--- src/rtl/cpu_mem_pkg.sv ---
// Shared types for the unified-memory arbiter and its latency counter.
package cpu_mem_pkg;

  typedef enum logic {ARB_IDLE, ARB_BUSY} arb_state_t;

  typedef enum logic [1:0] {OWN_NONE, OWN_FETCH, OWN_DATA} mem_owner_t;

  localparam int MAX_MEM_LAT = 7;
  localparam int LAT_CNT_W   = $clog2(MAX_MEM_LAT + 1);

endpackage

--- src/rtl/mem_lat_counter.sv ---
// Fixed-latency tracker: loads to 1 on an issue, counts up, flags done at LAT.
module mem_lat_counter
  import cpu_mem_pkg::*;
#(
  parameter int LAT = 2
) (
  input  logic clk,
  input  logic reset,
  input  logic load_i,
  output logic done_o
);

  localparam logic [LAT_CNT_W-1:0] LAT_C = LAT_CNT_W'(LAT);

  logic [LAT_CNT_W-1:0] cnt_q, cnt_d;

  // A reload in the done cycle restarts the count for back-to-back accesses.
  always_comb begin
    cnt_d = cnt_q;
    if (load_i) begin
      cnt_d = LAT_CNT_W'(1);
    end else if (cnt_q == LAT_C) begin
      cnt_d = '0;
    end else if (cnt_q != '0) begin
      cnt_d = cnt_q + LAT_CNT_W'(1);
    end
  end

  always_ff @(posedge clk) begin
    if (reset) begin
      cnt_q <= '0;
    end else begin
      cnt_q <= cnt_d;
    end
  end

  assign done_o = (cnt_q == LAT_C);

endmodule

--- src/rtl/mem_port_arbiter.sv ---
// Arbitrates the single-port unified memory between instruction fetch and
// the load/store path; one access outstanding, fixed read latency.
//
//   state    | meaning
//   ARB_IDLE | no access outstanding, grant may issue
//   ARB_BUSY | access outstanding for owner_q; completes when the counter hits MEM_LAT
module mem_port_arbiter
  import cpu_mem_pkg::*;
#(
  parameter int ADDR_W      = 16,
  parameter int DATA_W      = 16,
  parameter int MEM_LAT     = 2,
  parameter int DATA_STREAK = 3
) (
  input  logic              clk,
  input  logic              reset,
  input  logic              f_req,
  input  logic [ADDR_W-1:0] f_addr,
  output logic              f_gnt,
  output logic              f_valid,
  output logic [DATA_W-1:0] f_rdata,
  input  logic              f_flush,
  input  logic              d_req,
  input  logic              d_we,
  input  logic [ADDR_W-1:0] d_addr,
  input  logic [DATA_W-1:0] d_wdata,
  output logic              d_gnt,
  output logic              d_valid,
  output logic [DATA_W-1:0] d_rdata,
  output logic              mem_en,
  output logic              mem_we,
  output logic [ADDR_W-1:0] mem_addr,
  output logic [DATA_W-1:0] mem_wdata,
  input  logic [DATA_W-1:0] mem_rdata
);

  localparam int STREAK_W = $clog2(DATA_STREAK + 1);
  localparam logic [STREAK_W-1:0] STREAK_MAX = STREAK_W'(DATA_STREAK);

  arb_state_t           state_q, state_d;
  mem_owner_t           owner_q, owner_d;
  logic                 kill_q, kill_d;
  logic [STREAK_W-1:0]  streak_q, streak_d;

  logic lat_done;
  logic cmpl;
  logic can_grant;
  logic fetch_win;
  logic f_win_gnt;
  logic d_win_gnt;

  assign cmpl      = (state_q == ARB_BUSY) && lat_done;
  assign can_grant = !reset && ((state_q == ARB_IDLE) || cmpl);
  // Fetch only overtakes a waiting data request once the streak limit is hit.
  assign fetch_win = f_req && (!d_req || (streak_q == STREAK_MAX));
  assign f_win_gnt = can_grant && fetch_win;
  assign d_win_gnt = can_grant && d_req && !fetch_win;

  mem_lat_counter #(
    .LAT(MEM_LAT)
  ) u_lat (
    .clk   (clk),
    .reset (reset),
    .load_i(f_win_gnt || d_win_gnt),
    .done_o(lat_done)
  );

  always_ff @(posedge clk) begin
    if (reset) begin
      state_q  <= ARB_IDLE;
      owner_q  <= OWN_NONE;
      kill_q   <= 1'b0;
      streak_q <= '0;
    end else begin
      state_q  <= state_d;
      owner_q  <= owner_d;
      kill_q   <= kill_d;
      streak_q <= streak_d;
    end
  end

  always_comb begin
    state_d  = state_q;
    owner_d  = owner_q;
    kill_d   = kill_q;
    streak_d = streak_q;
    if (cmpl) begin
      state_d = ARB_IDLE;
      owner_d = OWN_NONE;
      kill_d  = 1'b0;
    end else if ((state_q == ARB_BUSY) && (owner_q == OWN_FETCH) && f_flush) begin
      kill_d = 1'b1;
    end
    if (f_win_gnt) begin
      state_d  = ARB_BUSY;
      owner_d  = OWN_FETCH;
      kill_d   = f_flush;
      streak_d = '0;
    end else if (d_win_gnt) begin
      state_d = ARB_BUSY;
      owner_d = OWN_DATA;
      kill_d  = 1'b0;
      if (!f_req) begin
        streak_d = '0;
      end else if (streak_q != STREAK_MAX) begin
        streak_d = streak_q + STREAK_W'(1);
      end
    end
  end

  always_comb begin
    f_gnt     = f_win_gnt;
    d_gnt     = d_win_gnt;
    mem_en    = f_win_gnt || d_win_gnt;
    mem_we    = d_win_gnt && d_we;
    mem_addr  = '0;
    mem_wdata = '0;
    if (f_win_gnt) begin
      mem_addr = f_addr;
    end else if (d_win_gnt) begin
      mem_addr = d_addr;
      if (d_we) begin
        mem_wdata = d_wdata;
      end
    end
    f_valid = cmpl && !reset && (owner_q == OWN_FETCH) && !kill_q && !f_flush;
    d_valid = cmpl && !reset && (owner_q == OWN_DATA);
    f_rdata = f_valid ? mem_rdata : '0;
    d_rdata = d_valid ? mem_rdata : '0;
  end

endmodule

--- config.mk ---
export PLATFORM = sky130hd
export DESIGN_NAME = mem_port_arbiter
export DESIGN_NICKNAME = d
export VERILOG_FILES = /design/src/rtl/cpu_mem_pkg.sv /design/src/rtl/mem_lat_counter.sv /design/src/rtl/mem_port_arbiter.sv
export SDC_FILE = /design/constraint.sdc
export NUM_CORES = 1
export LEC_CHECK = 0
export ABC_AREA = 1
export BUFFER_PORTS_ARGS = -buffer_cell sky130_fd_sc_hd__buf_2
export CAP_MARGIN = 30
export CORE_MARGIN = 3
export CORE_UTILIZATION = 32
export CTS_CLUSTER_DIAMETER = 200
export DETAILED_ROUTE_END_ITERATION = 8
export GPL_TIMING_DRIVEN = 0
export PLACE_DENSITY = 0.92
export SLEW_MARGIN = 10
export SYNTH_ARGS = -nofsm -noshare
export SYNTH_HDL_FRONTEND = slang
export SYNTH_SLANG_ARGS = --single-unit
--- constraint.sdc ---
create_clock -name clk -period 2 [get_ports clk]
set_clock_uncertainty 0.2 [all_clocks]
set_input_delay 0.2 -clock clk [delete_from_list [all_inputs] [get_ports clk]]
set_output_delay 0.2 -clock clk [all_outputs]
set_load 0.005 [all_outputs]
# Word-level counts from Yosys, hierarchy flattened
# Cells that the tools add are included.
[totals]
output_inout_bits = 70
input_bits = 70
elab_cells = 68
register_bits = 9
[classes]
eq_ne = 6
n_addsub = 2
reduce_logical = 30
muxes = 22
bitwise_logic = 1
[ops]
columns = ["op", "n"]
rows = [
  ["$mux W16", 7],
  ["$logic_and A1 B1 Y1", 14],
  ["$mux W1", 11],
  ["$reduce_bool A3 Y1", 3],
  ["$mux W2", 4],
  ["$logic_not A1 Y1", 5],
  ["$eq A2 B2 Y1 const B", 2],
  ["$reduce_bool A4 Y1", 1],
  ["$add A3 B1 Y3 const B", 1],
  ["$eq A3 B2 Y1 const B", 1],
  ["$logic_or A1 B1 Y1", 3],
  ["$reduce_or A3 Y1", 1],
  ["$add A2 B1 Y2 const B", 1],
  ["$eq A2 B1 Y1 const B", 1],
  ["$ne A2 B1 Y1 const B", 1],
  ["$ne A2 B2 Y1 const B", 1],
  ["$reduce_and A2 Y1", 1],
  ["$reduce_bool A2 Y1", 1],
  ["$reduce_or A2 Y1", 1],
  ["$not A1 Y1", 1],
]

# Logic depth before layout (Yosys ltp)
[depth]
word_depth = 8
ltp_mapped = 9
depth_no_buf = 9

# Hierarchy
# Synthesis repeated with hierarchy kept, for this count alone.
[hier_totals]
hier_cells = 189
area_unflattened_um2 = 1092.3
[by_module_without_submodules]
columns = ["module", "instances", "cells_each", "area_per_inst_um2", "seq_area_each_um2"]
rows = [
  ["mem_port_arbiter", 1, 161, 899.6, 120.1],
  ["mem_lat_counter", 1, 28, 192.7, 60.1],
]

# Least setup slack after synthesis
# No wires, ideal clock.
[synth_path]
kind = "register to output"
from = "reg u_lat.cnt_q[0]"
to = "out f_rdata[10]"
arrival_ps = 1342
path_stages_with_launch = 10
slack_ps = 258
required_ps = 1600
cell_sequence = "dfxtp_1 inv_1 ha_1 nand2_4 inv_2 nand3_4 nor3_4 nand3b_4 buf_6 nor2_2"
[synth_between]
elab_chain_cells = 7
[synth_rtl]
columns = ["item", "line", "source"]
rows = [
  ["start: declaration", "mem_lat_counter.sv:15", "logic [LAT_CNT_W-1:0] cnt_q, cnt_d;"],
  ["start signal: assignment", "mem_lat_counter.sv:33", "cnt_q <= cnt_d;"],
  ["$eq A3 B2 Y1", "mem_lat_counter.sv:37", "assign done_o = (cnt_q == LAT_C);"],
  ["$logic_and A1 B1 Y1", "mem_port_arbiter.sv:52", "assign cmpl = (state_q == ARB_BUSY) && lat_done;"],
  ["$logic_and A1 B1 Y1 (4 in series)", "mem_port_arbiter.sv:126", "f_valid = cmpl && !reset && (owner_q == OWN_FETCH) && !kill_q && !f_flush;"],
  ["$mux W16", "mem_port_arbiter.sv:128", "f_rdata = f_valid ? mem_rdata : '0;"],
  ["end: declaration", "mem_port_arbiter.sv:21", "output logic [DATA_W-1:0] f_rdata,"],
]
# No other way between the ends.

# Worst setup path in the final report
[layout_path]
from = "reg u_lat.cnt_q[0]"
to = "out f_rdata[0]"
# The elaborated chain is that of the path after synthesis.

==> results_dict.tcl <==
set metrics [dict create \
    power_leakage_nw 1.40 \
    overflow 0 \
    post-route-util_pct 75.1 \
    synth_commonest_cells "45 x nor2_1, 33 x nand2_1, 32 x inv_1" \
    reg2reg_depth 10 \
    hp-start "f_req" \
    max_stage_delay_ns 0.33 \
    ant_nets 0 \
    rows 20 \
    insertedDiodeCount 0 \
    insertion_delay_ns 0.27 \
    grt_max_degree 11 \
    synth-xor-area-share_pct 0.793 \
    num-fill-cells 215 \
    cts_sinks 9 \
    critPathArrivalTime_ns 1.70 \
    cts_tree "done" \
    die-area_um2 4190 \
    wl_per_cell_um 14.3 \
    hold_ws_ns 0.00532 \
    core_um2 3180 \
    netlist_area_um2 1100 \
    grt_pass1_vias 1678 \
    violations "negative setup slack" \
    layout_setup_ws_ns -0.0972 \
    status "finished, violations left" \
    async_reset_ff_share_pct 0 \
    synth_compound_area_share_pct 17.3 \
    ys_seq_elements 9 \
    cts_made_buffers 3 \
    root_buffer "clkbuf_4" \
    whs_endpoint "streak_q[1]" \
    synth_flop_cell "dfxtp_1" \
    dp_hpwl_mm 3.43 \
    htreeDepth 1 \
    timing.critical_path.buf_inv 4 \
    cp_top_family "simple AND/OR/NAND/NOR gates" \
    finalHoldViolations 0 \
    grt_setup_unrepaired "yes" \
    synth.area.mux_share_pct 0 \
    finalMaxSlewViolations 0 \
    drive_gt1_share_pct 69.0 \
    start_util_pct 34.8 \
    worstMarginPinSlew_ns 0.494 \
    grt_first_pass_wirelength_mm 6.96 \
    cts_buffer_depth 2 \
    r2r_end "kill_q" \
    num_vias 1856 \
    die_x_um 64.8 \
    synth_fp_nets 258 \
    synth_top_family_by_area "simple AND/OR/NAND/NOR gates" \
    r2r_start "u_lat.cnt_q[0]" \
    synthAdderAreaFrac_pct 4.53 \
    yosysMostFrequentCell "nor2_1" \
    drt_iter0_markers 99 \
    reg2reg_slack_ns 0.33 \
    synth_cells 184 \
    crit_fanout 7 \
    yosysTopAreaCell "dfxtp_1" \
    cp_cell_sequence "inv_2, ha_4, nand2_4, inv_4, nand3_4, nor3_4, nand3b_4, buf_12, nor2_2, buf_2" \
    multi_input_area_um2 958 \
    drt-total-wl_mm 5.60 \
    boundaryPins 140 \
    portBuffers 138 \
    drt-vias-per-instance 4.73 \
    synth_area_per_cell_um2 6.00 \
    setup_violations 53 \
    die_h_um 64.8 \
    start_kind "flip-flop" \
    synthTopCellsByArea "dfxtp_1 16%, nor2_1 15%, a22o_1 13%" \
    cp-end-kind "output pin" \
    drv_cap 0 \
    synthSimpleGateAreaFrac_pct 42.9 \
    ir_drop_v 0.000342 \
    ys_warn_count 0 \
    finalWeightedCongestion 0.819 \
    worstHoldPathType "input pin to flip-flop" \
    fmax_mhz 477 \
    drtPass1Iterations 4 \
    fin_crit_sh_pct 105 \
    critPathKind "flip-flop to output pin" \
    drc 0 \
    seq_area_frac_synth_pct 16.3 \
    seq_area_um2 188 \
    synth.distinct_cells 27 \
    grt_use_total_pct 20.3 \
    nets 423 \
    fin_crit_ns 2.10 \
    holdPathStages 3 \
    syn_to_final_growth_pct 116 \
    antenna_found_initial 0 \
    dp_slack_ns 0.0148 \
    power.density_nw_per_um2 327 \
    synth-edff-count 0 \
    required_ns 1.60 \
    path_clk_slew_ns 0.06 \
    synth_top_area_share_pct 16.3 \
    slowest_stage "dfxtp_2" \
    maxSlewHeadroom_pct 67.0 \
]
report_power, final:
part / total (W) / internal (W) / switching [W]
logic: 0.000416 / 0.000204 / 0.000213
clock network: 0.000148 / 0.0000773 / 0.0000703
registers: 0.000216 / 0.000197 / 0.0000197
area by class of cell:
cell class / count / area share (%)
multi-input cells: 130 / 40.2
repair buffers: 160 / 38.7
flip-flops and latches: 9 / 7.87
inverters: 36 / 6.08
plain buffers: 9 / 3.78
well taps: 44 / 2.31
clock buffers: 4 / 1.10
cells in the final DEF, fill, tap and decap left out, types with 4 or more instances in the layout:
cell type / count
buf_2: 137
nand2_1: 31
inv_1: 29
nor2_2: 29
nor2_4: 19
buf_6: 16
a22o_1: 16
buf_4: 10
nor2_1: 6
a21oi_1: 5
dfxtp_1: 5
inv_2: 4
nand3_1: 4
stage by stage:
stage,cell area (um2),TNS (ns),std cells,total power (W)
after detailed placement,1850,0,366,0.000496
final,2390,-2.90,392,0.000781
after CTS,2110,-1.77,387,0.000711
after global routing,2390,-8.75,392,0.000835
after global placement,1850,0,366,0.000486
after floorplan,1100,0,184,0.000372
layer usage:
layer	up-vias	track usage, %	wire (um)
li1	902	-	-
met2	123	39.8	3110
met3	9	4.16	525
met4	0	8.18	89
met1	822	20.2	1880
met5	-	0	0
cell families (layout without fill, tap and decap cells):
group	after synthesis	count (layout)
fa+ha+maj	4	4
buf+inv	45	209
xor+xnor	1	1
simple gates	100	100
flops	9	9
compound gates	25	25
what timing repair did:
item / 4_1_cts / 5_1_grt
setup buffers: 12 / 4
endpoints found under the hold margin: 2 / 0
hold buffers: 1 / 0
pin swaps: 5 / 9
resized for setup: 30 / 70
setup endpoints to repair: 69 / 68
gates cloned: 4 / 1
state kept, by name (all words and copies together), names as in the netlist:
register / count
streak_q: 2
kill_q: 1
owner_q: 2
state_q: 1
u_lat.cnt_q: 3
how the worst max path moves through the flow:
| stage | from | end | slack, ns | cells past startpoint |
|---|---|---|---|---|
| floorplan | u_lat.cnt_q[0] | f_rdata[10] | 0.26 | 9 |
| CTS | u_lat.cnt_q[0] | d_rdata[11] | -0.06 | 10 |
| finish | u_lat.cnt_q[0] | f_rdata[0] | -0.1 | 10 |
| detailed placement | u_lat.cnt_q[0] | mem_wdata[10] | 0.01 | 9 |
| global placement | u_lat.cnt_q[0] | mem_wdata[10] | 0.03 | 9 |
| global route | u_lat.cnt_q[0] | f_rdata[0] | -0.19 | 10 |
tightest hold or removal path: cells and delay by family:
kind            cells  cell delay [ns]
compound gates      1             0.06
buf+inv             1             0.11
simple gates        1             0.07
(Power assumes the default switching activity.)
